## config.mk

```make
export PLATFORM = sky130hd
export DESIGN_NAME = if_fetch_unit
export DESIGN_NICKNAME = d
export VERILOG_FILES = /design/src/rtl/if_fetch_unit.sv
export SDC_FILE = /design/constraint.sdc
export NUM_CORES = 1
export LEC_CHECK = 0
export ABC_AREA = 1
export CORE_MARGIN = 4
export CORE_UTILIZATION = 35
export CTS_CLUSTER_DIAMETER = 50
export DETAILED_ROUTE_END_ITERATION = 16
export PLACE_DENSITY_LB_ADDON = 0.2
export SLEW_MARGIN = 20
export SYNTH_ARGS = -nofsm -noshare
export SYNTH_HDL_FRONTEND = slang
export SYNTH_SLANG_ARGS = --single-unit
```

## constraint.sdc

```tcl
create_clock -name clk -period 2.1 [get_ports clk]
set_input_delay 0.315 -clock clk [delete_from_list [all_inputs] [get_ports clk]]
set_output_delay 0.315 -clock clk [all_outputs]
set_load 0.02 [all_outputs]
```

## src/rtl/if_fetch_unit.sv

```systemverilog
// if_fetch_unit: PC owner and instruction-fetch stage feeding IF/ID.
// Variable-latency imem req/ack, 1-entry skid, redirect drop, timeout.
module if_fetch_unit #(
  parameter logic [31:0] RESET_PC = 32'h0000_0000,
  parameter int unsigned TIMEOUT  = 16
) (
  input  logic        clk,
  input  logic        rst_n,
  input  logic        hold,
  input  logic        redirect_valid,
  input  logic [31:0] redirect_addr,
  output logic        imem_req,
  output logic [31:0] imem_addr,
  input  logic        imem_ack,
  input  logic [31:0] imem_rdata,
  output logic [31:0] Instr,
  output logic [31:0] Addr,
  output logic        if_id_hold,
  output logic        if_id_flush,
  output logic        fetch_err
);

  typedef enum logic [1:0] {
    S_FETCH,
    S_SKID,
    S_DROP
  } state_t;

  localparam logic [15:0] LP_TO = 16'(TIMEOUT);

  state_t      r_state;
  state_t      w_state_nx;
  logic        r_run;
  logic [31:0] r_pc;
  logic [31:0] w_pc_nx;
  logic [31:0] r_drop_addr;
  logic [31:0] r_sk_instr;
  logic [31:0] r_sk_addr;
  logic [15:0] r_cnt;
  logic        r_err;

  logic        w_req;
  logic        w_ack;
  logic        w_take;
  logic        w_skid;
  logic        w_sk_ld;
  logic        w_drop_ld;
  logic [31:0] w_pc4;
  logic [31:0] w_tgt;

  // Handshake qualifiers; r_run keeps the request low until after reset.
  always_comb begin
    w_req  = r_run && (r_state != S_SKID);
    w_ack  = w_req && imem_ack;
    w_pc4  = r_pc + 32'd4;
    w_tgt  = redirect_addr & ~32'd3;
    w_take = (r_state == S_FETCH) && w_ack
          && !redirect_valid;
    w_skid = (r_state == S_SKID) && !redirect_valid;
  end

  // Next-state, next-pc and skid/drop load decisions.
  always_comb begin
    w_state_nx = r_state;
    w_pc_nx    = r_pc;
    w_sk_ld    = 1'b0;
    w_drop_ld  = 1'b0;
    if (redirect_valid) begin
      w_pc_nx = w_tgt;
      if (w_req && !imem_ack) begin
        w_state_nx = S_DROP;
        w_drop_ld  = (r_state == S_FETCH);
      end else begin
        w_state_nx = S_FETCH;
      end
    end else begin
      unique case (1'b1)
        (r_state == S_FETCH): begin
          if (w_ack) begin
            w_pc_nx = w_pc4;
            if (hold) begin
              w_state_nx = S_SKID;
              w_sk_ld    = 1'b1;
            end
          end
        end
        (r_state == S_SKID): begin
          if (!hold) w_state_nx = S_FETCH;
        end
        (r_state == S_DROP): begin
          if (w_ack) w_state_nx = S_FETCH;
        end
        default: w_state_nx = S_FETCH;
      endcase
    end
  end

  // State, pc, run flag and skid buffer registers.
  always_ff @(posedge clk or negedge rst_n) begin
    if (!rst_n) begin
      r_state     <= S_FETCH;
      r_run       <= 1'b0;
      r_pc        <= RESET_PC;
      r_drop_addr <= 32'd0;
      r_sk_instr  <= 32'd0;
      r_sk_addr   <= 32'd0;
    end else begin
      r_state <= w_state_nx;
      r_run   <= 1'b1;
      r_pc    <= w_pc_nx;
      if (w_drop_ld) r_drop_addr <= r_pc;
      if (w_sk_ld) begin
        r_sk_instr <= imem_rdata;
        r_sk_addr  <= w_pc4;
      end else if (redirect_valid
                || (r_state == S_SKID && !hold)) begin
        r_sk_instr <= 32'd0;
        r_sk_addr  <= 32'd0;
      end
    end
  end

  // Wait counter for unanswered requests and sticky timeout flag.
  always_ff @(posedge clk or negedge rst_n) begin
    if (!rst_n) begin
      r_cnt <= 16'd0;
      r_err <= 1'b0;
    end else if (w_ack) begin
      r_cnt <= 16'd0;
    end else if (w_req && r_cnt != LP_TO) begin
      r_cnt <= r_cnt + 16'd1;
      if (r_cnt + 16'd1 == LP_TO) r_err <= 1'b1;
    end
  end

  // Outputs toward imem and IF/ID; bubbles are all-zero.
  always_comb begin
    imem_req  = w_req;
    imem_addr = (r_state == S_DROP) ? r_drop_addr : r_pc;
    Instr     = 32'd0;
    Addr      = 32'd0;
    if (w_take) begin
      Instr = imem_rdata;
      Addr  = w_pc4;
    end else if (w_skid) begin
      Instr = r_sk_instr;
      Addr  = r_sk_addr;
    end
    if_id_hold  = r_run && hold && !redirect_valid;
    if_id_flush = !r_run || redirect_valid
               || (!(w_take || w_skid) && !hold);
    fetch_err   = r_err;
  end

endmodule

```

=== Word-level counts from Yosys, hierarchy flattened ===
Cells that the tools add are included.

* Output and inout bits: 100
* Register bits after elaboration: 148
* Input port bits: 69
* Logic and storage cells: 74

* Bitwise gates (word level): 1
* Add/sub/neg operators: 2
* Equal/unequal tests: 9
* Reduce and logical (&&, ||, !) cells: 28
* Multiplexer cells: 26

{| class="wikitable"
|+ Operators by type and width
! cell !! count
|-
| 32-bit two-way mux || 11
|-
| 32-bit by 3-bit adder with 32-bit output (second input constant) || 1
|-
| 16-bit two-way mux || 2
|-
| 16-bit by 1-bit adder with 16-bit output (second input constant) || 1
|-
| 16-bit by 5-bit equality test with 1-bit output (second input constant) || 1
|-
| 16-bit by 5-bit != test with 1-bit output (second input constant) || 1
|-
| 2-bit two-way mux || 6
|-
| 3-bit != test (second input constant) || 4
|-
| 1-bit logical AND || 11
|-
| 2-bit nonzero test || 4
|-
| 1-bit two-way mux || 6
|-
| 2-bit case mux with 3 select lines || 1
|-
| 1-bit zero test || 5
|-
| 1-bit logical OR || 4
|-
| 4-bit AND reduction || 1
|-
| 3-bit AND reduction || 1
|-
| 2-bit by 1-bit equality test with 1-bit output (second input constant) || 1
|-
| 2-bit equality test (second input constant) || 1
|-
| 2-bit zero test || 1
|-
| 2-bit by 1-bit != test with 1-bit output (second input constant) || 1
|-
| 2-bit AND reduction || 1
|-
| 1-bit NOT || 1
|}

=== Logic depth before layout (Yosys ltp) ===
Gate-level depths: netlist (run 1).

* Depth in word-level cells: 9
* Gate-level depth with buffers: 11
* Depth with buffers taken out: 11

=== Worst setup path after synthesis (run 1) ===
Ideal clock, no wire load.

* Path type: register -> output
* Start point: register r_state[1]
* End point: output port if_id_flush
* Arrival time: 1.816 ns
* Stages on the path, launching flop included: 9
* Required time: 1.785 ns
* Path buffers: 1
* Setup slack: -0.031 ns
* Cell sequence: dfrtp_1 inv_1 nand2_1 nand2_1 nor2_4 nand3_4 inv_1 buf_4 o311ai_0

* Word-level cells in the longest chain between the ends: 9
* Elaborated cells on any way between the ends: 12
* Classes of those cells: eq/ne (2); reduce/logical (10)

{| class="wikitable"
|+ RTL lines
! element !! line !! source
|-
| start: declaration || 31 || <nowiki>state_t r_state;</nowiki>
|-
| start signal: assignment || 108 || <nowiki>r_state <= w_state_nx;</nowiki>
|-
| 2-bit by 1-bit != test with 1-bit output || 53 || <nowiki>w_req = r_run && (r_state != S_SKID);</nowiki>
|-
| 1-bit logical AND || 53 ||
|-
| 1-bit logical AND || 54 || <nowiki>w_ack = w_req && imem_ack;</nowiki>
|-
| 1-bit logical AND || 57 || <nowiki>w_take = (r_state == S_FETCH) && w_ack</nowiki>
|-
| 1-bit logical AND || 58 || <nowiki>&& !redirect_valid;</nowiki>
|-
| 1-bit logical OR (*) || 151 || <nowiki>|| (!(w_take || w_skid) && !hold);</nowiki>
|-
| 1-bit zero test (*) || 151 ||
|-
| 1-bit logical AND (*) || 151 ||
|-
| 1-bit logical OR (*) || 151 ||
|-
| end: declaration || 19 || <nowiki>output logic if_id_flush,</nowiki>
|}

Mark *: on every way between the ends. The rest lies on a longest branch, timed or not.

=== Final worst setup path (run 1) ===
* Start point: register r_pc[19]
* End point: output port Addr[20]

* Word-level cells in the longest chain between the ends: 2

{| class="wikitable"
|+ RTL lines
! element !! line !! source
|-
| start: declaration || 34 || <nowiki>logic [31:0] r_pc;</nowiki>
|-
| start signal: assignment || 110 || <nowiki>r_pc <= w_pc_nx;</nowiki>
|-
| 32-bit by 3-bit adder with 32-bit output || 55 || <nowiki>w_pc4 = r_pc + 32'd4;</nowiki>
|-
| 32-bit two-way mux || 142 || <nowiki>if (w_take) begin</nowiki>
|-
| end: declaration || 17 || <nowiki>output logic [31:0] Addr,</nowiki>
|}

No other way between the ends.

==> results of run 1 <==
## what timing repair did
action                                  CTS  global route
resized for setup                       798           247
gates cloned                              5             6
endpoints found under the setup margin   97            98
pin swaps                                54            69
hold buffers                              1             0
setup buffers                            51            42
endpoints found under the hold margin    39             0
## registers in the layout, indices dropped and copies added (netlist names)
signal and cells:
r_cnt 16, r_state 2, r_pc 30, r_run 1
r_sk_instr 32, r_drop_addr 30, fetch_err 1, r_sk_addr 31
## kinds of logic after synthesis
family,synth area share
AOI/OAI and AO/OA,0.153
and+or+nand+nor,0.234
buffers and inverters,0.110
xor gates and xnor gates,0.0330
DFF,0.465
other,0.000975
adders and majority gates,0.00487
## worst max-delay path: stages (launching register included)
cell	delay, ps
dfrtp_1	410
nand2_1	140
nor3_2	280
nand2_1	160
nor3_2	210
buf_4	150
xor2_2	160
nand2_1	90
nand2_1	80
buf_4	140
## placed cells by master (no fill, tap or decap), drive strengths merged
| cell type | n |
|---|---|
| or2 | 2 |
| o21ai | 106 |
| o311ai | 1 |
| a21oi | 1 |
| dfrtp | 143 |
| o22ai | 75 |
| clkbuf | 24 |
| clkdlybuf4s50 | 66 |
| clkinv | 5 |
| inv | 157 |
| nand3 | 39 |
| dlygate4sd3 | 1 |
| clkinvlp | 5 |
| nor2 | 65 |
| o21bai | 1 |
| nand2 | 299 |
| nand4 | 10 |
| o211ai | 18 |
| buf | 311 |
| xnor2 | 1 |
| nor3 | 19 |
| and2 | 1 |
| bufinv | 2 |
| dlygate4sd2 | 2 |
| conb | 3 |
| a32o | 1 |
| xor2 | 28 |
| a22o | 1 |
| ha | 3 |
| bufbuf | 1 |
## layer usage
layer	share of wire	wire length, µm
met5	0	0
met4	0.023	677
met3	0.064	1890
met2	0.50	14700
met1	0.41	12100
## Yosys cell counts (2+ instances only)
| cell type | number | area share |
|---|---|---|
| buf_1 | 3 | 0.0015 |
| buf_2 | 7 | 0.0045 |
| buf_4 | 9 | 0.0088 |
| buf_6 | 5 | 0.0073 |
| clkbuf_1 | 22 | 0.011 |
| clkinv_1 | 2 | 0.00098 |
| conb_1 | 2 | 0.00098 |
| dfrtp_1 | 143 | 0.46 |
| ha_1 | 3 | 0.0049 |
| inv_1 | 151 | 0.074 |
| inv_4 | 2 | 0.0016 |
| nand2_1 | 299 | 0.15 |
| nand3_1 | 37 | 0.024 |
| nand4_1 | 10 | 0.0081 |
| nor2_1 | 61 | 0.030 |
| nor2_4 | 2 | 0.0029 |
| nor3_1 | 17 | 0.011 |
| o211ai_1 | 18 | 0.018 |
| o21ai_0 | 92 | 0.060 |
| o21ai_1 | 14 | 0.0091 |
| o22ai_1 | 75 | 0.061 |
| xor2_1 | 28 | 0.032 |
## final timing paths
| check | startpoint | end | slack, ps | depth (start not counted) |
|---|---|---|---|---|
| setup / recovery | r_pc[19]$_DFFE_PN0N_ | Addr[20] | -440 | 9 |
| hold / removal | rst_n | r_drop_addr[13]$_DFFE_PN0P_ | 390 | 2 |
| setup reg to reg | r_pc[4]$_DFFE_PN0N_ | r_pc[7]$_DFFE_PN0N_ | -120 | 13 |
| hold reg to reg | fetch_err$_DFFE_PN0P_ | fetch_err$_DFFE_PN0P_ | 460 | 2 |
| max in group asynchronous | rst_n | r_sk_addr[1]$_DFFE_PN0P_ | 1090 | 3 |
| min in group clk | fetch_err$_DFFE_PN0P_ | fetch_err$_DFFE_PN0P_ | 460 | 2 |
## power by group through the flow
stage	logic [mW]	registers [mW]	clock network (mW)
after floorplan	0.794	3.17	0
after global placement	1.71	3.19	0
after detailed placement	1.72	3.20	0
after CTS	2.04	3.16	3.09
after global routing	2.58	3.24	3.21
final	2.40	3.22	3.04
## stage by stage
| step | instance area, µm² | setup slack, ps | TNS [ps] | instances |
|---|---|---|---|---|
| global placement | 10600 | -568 | -31700 | 1547 |
| detailed placement | 10600 | -568 | -30190 | 1547 |
| CTS | 12500 | -375 | -12060 | 1635 |
| global route | 13800 | -512 | -20140 | 1671 |
| finish | 13800 | -440 | -11710 | 1671 |
| floorplan | 7700 | 134 | 0 | 1019 |
## layout make-up
| class | count | area, µm² |
|---|---|---|
| Sequential cell | 143 | 3580 |
| Tap cell | 280 | 350 |
| Clock buffer | 19 | 443 |
| Clock inverter | 13 | 139 |
| Inverter | 156 | 603 |
| Fill cell | 1746 | 7910 |
| Timing Repair Buffer | 386 | 3930 |
| Multi-Input combinational cell | 674 | 4800 |
==> summary.md, run 1 <==
| Metric | Value |
|---|---|
| Residual DRC | `0` |
| Worst-Skew Late Latency | `430 ps` |
| Critical Path Source Type | `flop` |
| Grt peak-use layer | `met2` |
| Sequential share of power | `0.372` |
| Power per cell area | `roughly 630 nW/µm²` |
| DRT Wirelength | `roughly 30,000 µm` |
| Int Pwr | `5.93 mW` |
| Row cnt | `54` |
| Pin count of the biggest net entering global routing | `approximately 60` |
| Core area | `21,800 µm²` |
| Synth Warn # | `0` |
| Area growth from synthesis to final layout | `79.8%` |
| CTS clk-pin slew, worst paths | `60 ps` |
| Crit Path Category | `reg2out` |
| Final Power | `just under 9 mW` |
| Clk sinks | `143` |
| RD Place Congestion | `0.876` |
| Max_cap viols | `0` |
| Period Utilization, post-route | `1.21` |
| Remaining global-route overflow | `0` |
| Run status | `finished, violations left` |
| Nets | `between 1k and 1.5k` |
| Hold slack | `390 ps` |
| Crit end category | `output pin` |
| Synth Cell Area | `between 7000 and 8000 µm²` |
| Drt wl/cell | `17.6 µm` |
| NetSw | `2.72 mW` |
| Final Core Density | `0.636` |
| Met1 Use GR | `0.300` |
| Fin worst setup slack | `-440 ps` |
| Critical path peak fanout | `3` |
| Die ar. | `about 24,000 µm²` |
| Unrepaired setup endpoints after global routing | `yes` |
| Layout cell share with drive strength beyond 1 | `0.420` |
| Drt pass-1 iters | `7` |
| Sequential-to-total area share from yosys stat | `0.465` |
| FFs w/ async S/R, synth | `1.00` |
| Primary FF master, synth | `dfrtp_1` |
| Combinational share of power | `0.278` |
| Synth Register Bits | `143` |
| Cell count after synthesis | `1,018` |
| Root buffer cell | `clkbuf_16` |
| Violated checks | `setup timing` |
| EDFF count, synth | `0` |
| CTS tree | `built` |
| DP HPWL | `18,300 µm` |
| WP data required | `1780 ps` |
| Met2 Usage GRT | `0.368` |
| Vias per inst | `4.97` |
| Vias in the first global route | `about 8.0k` |
| Die height | `156 µm` |
| GRT Util Overall | `0.224` |
| Switching share of total power | `0.314` |
| Final Max Slew Viols | `0` |
| Die Wd | `156 µm` |
| CTS Buffer Depth | `2` |
| Met3 Use GR | `0.0514` |
| Fmax | `a little under 400 MHz` |
| Yosys cell types | `38` |
| Initial Utilization | `0.354` |
| Starting DRT DRC Count | `480` |
| Clock buffer count from CTS | `17` |
| Ant. Diodes | `0` |
| HP Class | `in2async` |
| Clock power frac | `0.351` |
| Worst VDD drop | `0.413 mV` |
| Mean Syn Cell Area | `7.56 µm²` |
| Vias post-DR | `8,307` |
| Initial antenna violation count | `0` |
| First-pass GRT wire length | `43,200 µm` |
| Final setup viols | `80` |
| Ports | `169` |
| ANT nets after route | `0` |
| H-tree lvl count | `4` |
| Leakage power | `approximately 6.4 nW` |
| Final hold vios | `0` |
| Buffers added on ports | `164` |
| CP arrival | `2220 ps` |
| Clk_skew | `8.06 ps` |
| Tmin final | `2540 ps` |
Power figures use the tool's default switching activity.
==> run 2, diff against run 1 <==
--- a/config.mk
+++ b/config.mk
@@ -8,7 +8,6 @@
 export ABC_AREA = 1
 export CORE_MARGIN = 4
 export CORE_UTILIZATION = 35
-export CTS_CLUSTER_DIAMETER = 50
 export DETAILED_ROUTE_END_ITERATION = 16
 export PLACE_DENSITY_LB_ADDON = 0.2
 export SLEW_MARGIN = 20
==> results of run 2 <==
No change in the layout: final DEF, timing and power equal those of run 1.
